$ cat config.mk
export PLATFORM = sky130hd
export DESIGN_NAME = config_axil_read_bridge_flat
export DESIGN_NICKNAME = d
export VERILOG_FILES = /design/src/rtl/config_axil_read_bridge_if.sv /design/src/rtl/config_axil_read_bridge.sv /design/src/flat_wrapper.sv
export SDC_FILE = /design/constraint.sdc
export NUM_CORES = 1
export LEC_CHECK = 0
export ABC_AREA = 0
export CAP_MARGIN = 10
export CORE_MARGIN = 2
export CORE_UTILIZATION = 39
export CTS_CLUSTER_SIZE = 10
export DETAILED_ROUTE_END_ITERATION = 8
export HOLD_SLACK_MARGIN = 0.12
export PLACE_DENSITY = 0.76
export RECOVER_POWER = 100
export SETUP_SLACK_MARGIN = 0.15
export SLEW_MARGIN = 40
export SYNTH_ARGS = -nofsm -noshare
export SYNTH_HDL_FRONTEND = slang
export SYNTH_SLANG_ARGS = --single-unit
$ cat constraint.sdc
create_clock -name clk -period 2.6 [get_ports clk]
set_input_delay 0.52 -clock clk [delete_from_list [all_inputs] [get_ports clk]]
set_output_delay 0.52 -clock clk [all_outputs]
set_load 0.05 [all_outputs]
$ cat src/rtl/config_axil_read_bridge_if.sv
// AXI-Lite width constants and the config register read request/response interface.
package config_axil_pkg;
  localparam int AXIL_ADDR_BITS = 32;
  localparam int AXIL_DATA_BITS = 32;
endpackage

interface read_config_i;
  import config_axil_pkg::*;
  logic                      read_valid;
  logic                      read_ready;
  logic [AXIL_ADDR_BITS-1:0] read_addr;
  logic                      resp_valid;
  logic                      resp_ready;
  logic [AXIL_DATA_BITS-1:0] resp_data;
  logic                      resp_error;

  modport m (
    output read_valid, read_addr, resp_ready,
    input  read_ready, resp_valid, resp_data, resp_error
  );
  modport s (
    input  read_valid, read_addr, resp_ready,
    output read_ready, resp_valid, resp_data, resp_error
  );
endinterface

$ cat src/rtl/config_axil_read_bridge.sv
// AXI-Lite read channel to config read request/response, one transaction in flight, AR-to-R >= 3 cycles.
// rready stalls only the R beat; an unanswered config read times out to DECERR and its late response is dropped.
module config_axil_read_bridge
  import config_axil_pkg::*;
#(
  parameter int TIMEOUT_CYCLES = 1024
) (
  input  logic                      clk,
  input  logic                      rst,
  input  logic [AXIL_ADDR_BITS-1:0] s_axil_araddr,
  input  logic                      s_axil_arvalid,
  output logic                      s_axil_arready,
  output logic [AXIL_DATA_BITS-1:0] s_axil_rdata,
  output logic [1:0]                s_axil_rresp,
  output logic                      s_axil_rvalid,
  input  logic                      s_axil_rready,
  read_config_i.m                   conf
);
  localparam int               CNT_W   = (TIMEOUT_CYCLES > 0) ? $clog2(TIMEOUT_CYCLES + 1) : 1;
  localparam logic [CNT_W-1:0] CNT_MAX = CNT_W'(TIMEOUT_CYCLES);
  localparam logic [1:0]       RESP_OKAY   = 2'b00;
  localparam logic [1:0]       RESP_SLVERR = 2'b10;
  localparam logic [1:0]       RESP_DECERR = 2'b11;

  typedef enum logic [1:0] {IDLE, REQ, WAIT, RESP} state_t;

  state_t                    r_state, w_state_nxt;
  logic                      r_stale, w_stale_nxt;
  logic [CNT_W-1:0]          r_cnt, w_cnt_nxt;
  logic [AXIL_DATA_BITS-1:0] r_rdata, w_rdata_nxt;
  logic [1:0]                r_rresp, w_rresp_nxt;
  logic [AXIL_ADDR_BITS-1:0] r_read_addr, w_read_addr_nxt;
  logic                      r_arready, r_rvalid, r_read_valid, r_resp_ready;
  logic                      w_ar_hs, w_req_hs, w_resp_hs, w_r_hs, w_timeout;

  assign w_ar_hs   = r_arready & s_axil_arvalid;
  assign w_req_hs  = r_read_valid & conf.read_ready;
  assign w_resp_hs = r_resp_ready & conf.resp_valid;
  assign w_r_hs    = r_rvalid & s_axil_rready;
  assign w_timeout = (TIMEOUT_CYCLES != 0) && (r_cnt == CNT_MAX) &&
                     ((r_state == REQ) || (r_state == WAIT));

  always_comb begin
    w_state_nxt     = r_state;
    w_stale_nxt     = r_stale;
    w_cnt_nxt       = r_cnt;
    w_rdata_nxt     = r_rdata;
    w_rresp_nxt     = r_rresp;
    w_read_addr_nxt = r_read_addr;

    // Counter stops at the limit so a request that squeaks in on the last
    // REQ cycle still gets a bounded wait for its response.
    if (((r_state == REQ) || (r_state == WAIT)) && (r_cnt != CNT_MAX))
      w_cnt_nxt = r_cnt + CNT_W'(1);

    if (r_stale && w_resp_hs)
      w_stale_nxt = 1'b0;

    case (r_state)
      IDLE: begin
        if (w_ar_hs) begin
          w_read_addr_nxt = s_axil_araddr;
          w_cnt_nxt       = '0;
          w_state_nxt     = REQ;
        end
      end
      REQ: begin
        if (w_req_hs) begin
          w_state_nxt = WAIT;
        end else if (w_timeout) begin
          w_rdata_nxt = '0;
          w_rresp_nxt = RESP_DECERR;
          w_state_nxt = RESP;
        end
      end
      WAIT: begin
        if (w_resp_hs) begin
          w_rdata_nxt = conf.resp_data;
          w_rresp_nxt = conf.resp_error ? RESP_SLVERR : RESP_OKAY;
          w_state_nxt = RESP;
        end else if (w_timeout) begin
          w_rdata_nxt = '0;
          w_rresp_nxt = RESP_DECERR;
          w_stale_nxt = 1'b1;
          w_state_nxt = RESP;
        end
      end
      RESP: begin
        if (w_r_hs)
          w_state_nxt = IDLE;
      end
      default: w_state_nxt = IDLE;
    endcase
  end

  always_ff @(posedge clk or posedge rst) begin
    if (rst) begin
      r_state      <= IDLE;
      r_stale      <= 1'b0;
      r_cnt        <= '0;
      r_rdata      <= '0;
      r_rresp      <= '0;
      r_read_addr  <= '0;
      r_arready    <= 1'b0;
      r_rvalid     <= 1'b0;
      r_read_valid <= 1'b0;
      r_resp_ready <= 1'b0;
    end else begin
      r_state      <= w_state_nxt;
      r_stale      <= w_stale_nxt;
      r_cnt        <= w_cnt_nxt;
      r_rdata      <= w_rdata_nxt;
      r_rresp      <= w_rresp_nxt;
      r_read_addr  <= w_read_addr_nxt;
      r_arready    <= (w_state_nxt == IDLE) && !w_stale_nxt;
      r_rvalid     <= (w_state_nxt == RESP);
      r_read_valid <= (w_state_nxt == REQ);
      r_resp_ready <= (w_state_nxt == WAIT) || w_stale_nxt;
    end
  end

  assign s_axil_arready  = r_arready;
  assign s_axil_rvalid   = r_rvalid;
  assign s_axil_rdata    = r_rdata;
  assign s_axil_rresp    = r_rresp;
  assign conf.read_valid = r_read_valid;
  assign conf.read_addr  = r_read_addr;
  assign conf.resp_ready = r_resp_ready;
endmodule

$ cat src/flat_wrapper.sv
// flat-port wrapper written by rule: the top's interface ports become plain ports
module config_axil_read_bridge_flat import config_axil_pkg::*;
#(
  parameter int TIMEOUT_CYCLES = 1024
)
  (clk, rst, s_axil_araddr, s_axil_arvalid, s_axil_arready, s_axil_rdata, s_axil_rresp, s_axil_rvalid, s_axil_rready, conf_read_valid, conf_read_addr, conf_resp_ready, conf_read_ready, conf_resp_valid, conf_resp_data, conf_resp_error);
  read_config_i conf_i ();
  input  logic clk;
  input  logic rst;
  input  logic [AXIL_ADDR_BITS-1:0] s_axil_araddr;
  input  logic s_axil_arvalid;
  output logic s_axil_arready;
  output logic [AXIL_DATA_BITS-1:0] s_axil_rdata;
  output logic [1:0] s_axil_rresp;
  output logic s_axil_rvalid;
  input  logic s_axil_rready;
  output wire logic [$bits(conf_i.read_valid)-1:0] conf_read_valid;
  output wire logic [$bits(conf_i.read_addr)-1:0] conf_read_addr;
  output wire logic [$bits(conf_i.resp_ready)-1:0] conf_resp_ready;
  input wire logic [$bits(conf_i.read_ready)-1:0] conf_read_ready;
  input wire logic [$bits(conf_i.resp_valid)-1:0] conf_resp_valid;
  input wire logic [$bits(conf_i.resp_data)-1:0] conf_resp_data;
  input wire logic [$bits(conf_i.resp_error)-1:0] conf_resp_error;
  assign conf_read_valid = conf_i.read_valid;
  assign conf_read_addr = conf_i.read_addr;
  assign conf_resp_ready = conf_i.resp_ready;
  assign conf_i.read_ready = conf_read_ready;
  assign conf_i.resp_valid = conf_resp_valid;
  assign conf_i.resp_data = conf_resp_data;
  assign conf_i.resp_error = conf_resp_error;
  config_axil_read_bridge #(.TIMEOUT_CYCLES(TIMEOUT_CYCLES)) u_core (.clk(clk), .rst(rst), .s_axil_araddr(s_axil_araddr), .s_axil_arvalid(s_axil_arvalid), .s_axil_arready(s_axil_arready), .s_axil_rdata(s_axil_rdata), .s_axil_rresp(s_axil_rresp), .s_axil_rvalid(s_axil_rvalid), .s_axil_rready(s_axil_rready), .conf(conf_i));
endmodule
==> results.md <==
* Fin Clk Skew at 0.0157 ns
* Sw power at 3.16 mW
* Die ar. at 9860 µm²
* Place WS at 0.450 ns
* Max-Cap Viols at 0
* Max Buffers Root-to-Sink at 2
* CP max-delay cell: clkbuf_2
* Post-Syn Area at 3540 µm²
* Nets at 504
* Status: finished clean
* Most frequent cells in the layout: dfrtp_1 (84), dlygate4sd3_1 (71), clkdlybuf4s50_1 (69), nand2_1 (37), mux2_2 (32)
* Worst-margin pin slew at 1.21 ns
* Syn Nets at 361
* Crit share post-route at 85.1%
* Vias in the first global route at 2,971
* Root buf cell: clkbuf_8
* Hold Path Class: flop to flop
* Drt total wl at 8500 µm
* CTS Buf Count at 9
* Most common cell after layout, fill and taps aside: dfrtp_1
* #FFs+latches synth at 84
* Final Slew Violations at 0
* Top area cells in the synthesized netlist: dfrtp_1 (59%), mux2_2 (10%), nand2_1 (3.9%)
* Routability-driven placement congestion ratio at 0.736
* P per Cell Area at 1280 nW/µm²
* Slew headroom at 19.5%
* CP Launch Type: flop
* CTS tree: built
* Logic pwr share at 54.4%
* Diode count at 0
* First-pass GRT wire length at 13,900 µm
* Sequential Power Share at 31.6%
* # fillers at 731
* WS Path Type: flop to flop
* CP bufs+invs at 2
* Mean post-synth cell area at 12.5 µm²
* Util after Layout at 59.6%
* Final WS setup at 0.386 ns
* WL per Instance at 15.8 µm
* Synth Instances at 283
* Vias at 2,761
* Switch share at 47.3%
* Register clock-pin slew on the reported worst setup and hold paths at 0.08 ns
* Crit. End Element: flop
* Die width at 99.3 µm
* Total power draw at 6.67 mW
* Initial DRC Count at 113
* FF+latch area at 2100 µm²
* Die Span Y at 99.3 µm
* Area Overhead vs Synth at 47.5%
* Netlist cell types at 42
* Worst Path Max Fanout at 43
* Setup bufs post-CTS at 0
* Fin Hold WS at 0.501 ns
* First drt pass iteration count at 4
* Ys Warns at 0
* ANT nets after route at 0
* H-tree depth at 3
* Internal power at 3.51 mW
* Crit-path max cell delay at 0.75 ns
* Post-CTS Resized at 0
* Total grt overflow at 0
* Initial core utilization at 40.4%
* Cell type with the largest total area after synthesis: dfrtp_1
* Latest clock arrival within the worst-skew pair at 0.35 ns
* # setup viols final at 0
* Post-CTS Hold Fix Bufs at 0
* Post-DP HPWL at 6100 µm
* Clock power frac at 14.0%
* Sequential element share of the synthesized area at 59.4%
* Worst endpoint required time at 2.82 ns
* Top delay family on crit path: buffers and inverters
* Initial antenna violation count at 0
* Critical path, cell by cell: inv_1 > ha_1 > and3_2 > clkbuf_2 > mux2_2
* RSZ-0062 raised after global routing: false
* IO buf count at 140
* Achievable frequency at 452 MHz
* Final TNS setup at 0 ns
* Clock sink count at 84
* Worst EP arrival at 2.44 ns
* Leak Pwr at 2.31 nW
* Layout cells sized above 1 at 15.3%
* GRT Total Usage at 17.6%
* Area of the multi-input gates at 1320 µm²
* IO Pins at 141
* Final worst path period need at 2.21 ns
* Area of the core at 8760 µm²
* Synth top area share at 59.4%
* Via/cell ratio at 5.12
* Final Hold Fails at 0
* VDD IR max at 0.000685 V
* Largest net degree at the start of global routing at 50
* Row cnt at 34
* DRC at 0
[final timing paths]
kind	start	endpoint	slack [ns]	cells past startpoint
setup reg to reg	u_core.r_state[0]$_DFF_PP0_	u_core.conf.read_addr[31]$_DFFE_PP0P_	0.39	5
hold / removal	u_core.s_axil_rdata[18]$_DFFE_PP0P_	u_core.s_axil_rdata[18]$_DFFE_PP0P_	0.50	1
min in group asynchronous	rst	u_core.conf.read_addr[20]$_DFFE_PP0P_	0.95	3
max in group asynchronous	rst	u_core.r_stale$_DFF_PP0_	0.75	3
hold reg to reg	u_core.s_axil_rdata[18]$_DFFE_PP0P_	u_core.s_axil_rdata[18]$_DFFE_PP0P_	0.50	1
setup / recovery	u_core.r_state[0]$_DFF_PP0_	u_core.conf.read_addr[31]$_DFFE_PP0P_	0.39	5
[kinds of logic (layout without fill, tap and decap cells)]
| kind of cell | count (synthesis) | in the layout | synth area share (%) |
|---|---|---|---|
| mux | 33 | 33 | 10.5 |
| fa+ha+maj | 7 | 7 | 2.47 |
| xor+xnor | 8 | 8 | 1.98 |
| simple gates | 82 | 82 | 12.6 |
| compound gates | 48 | 48 | 9.75 |
| flops | 84 | 84 | 59.4 |
| buf+inv | 21 | 169 | 3.36 |
[stage by stage]
step,cell area [µm²],std cells
floorplan,3540,283
CTS,5250,539
global placement,5050,523
detailed placement,5050,523
finish,5220,539
global route,5220,539
[Yosys cell counts]
cell	instances
o22a_1	1
mux2_2	32
nor2_1	13
and3_1	4
or2_2	1
buf_6	3
a32o_1	1
nor3b_2	1
a21boi_0	1
a21o_1	1
a21oi_1	16
buf_8	1
nand3_1	2
nand4_4	1
a22o_1	12
a41oi_1	1
ha_1	7
nor3_1	4
nand2_1	37
nor4b_4	2
buf_2	4
xor2_1	5
o21bai_1	1
mux2i_1	1
nor3b_1	1
a221oi_1	1
inv_1	8
or3_1	1
a31oi_1	1
nand3b_1	3
nand4_1	6
xnor2_1	3
clkbuf_1	4
o21ai_0	5
clkbuf_2	1
and3_2	1
a22o_2	5
and2_1	4
o21a_1	1
nor3_2	1
dfrtp_1	84
a211oi_2	1
[layout make-up]
type / instances / share of cell area [%]
repair buffers: 145 / 27.4
well taps: 108 / 2.59
flip-flops and latches: 84 / 40.2
clock inverters: 6 / 1.34
clock buffers: 10 / 2.44
inverters: 8 / 0.647
multi-input cells: 178 / 25.3
[registers in the layout, indices dropped and copies added, names as in the netlist]
register                count
u_core.s_axil_rvalid        1
u_core.s_axil_rdata        32
u_core.conf.read_valid      1
u_core.r_stale              1
u_core.s_axil_arready       1
u_core.conf.resp_ready      1
u_core.s_axil_rresp         2
u_core.conf.read_addr      32
u_core.r_state              2
u_core.r_cnt               11
[routing by layer]
layer | up-vias | wire length (µm) | global-route usage (%)
li1 | 1280 | - | -
met1 | 1349 | 3300 | 21.1
met2 | 109 | 4360 | 30.1
met3 | 23 | 595 | 4.71
met4 | 0 | 237 | 7.38
met5 | - | 0 | 0
[power by group through the flow]
stage	clock network, mW	registers, mW	logic [mW]
after floorplan	0	3.75	0.918
after global placement	0	2.13	3.78
after detailed placement	0	2.16	3.84
after CTS	0.969	2.14	3.86
after global routing	1.02	2.19	3.82
final	0.931	2.11	3.63
Power figures use the tool's default switching activity.
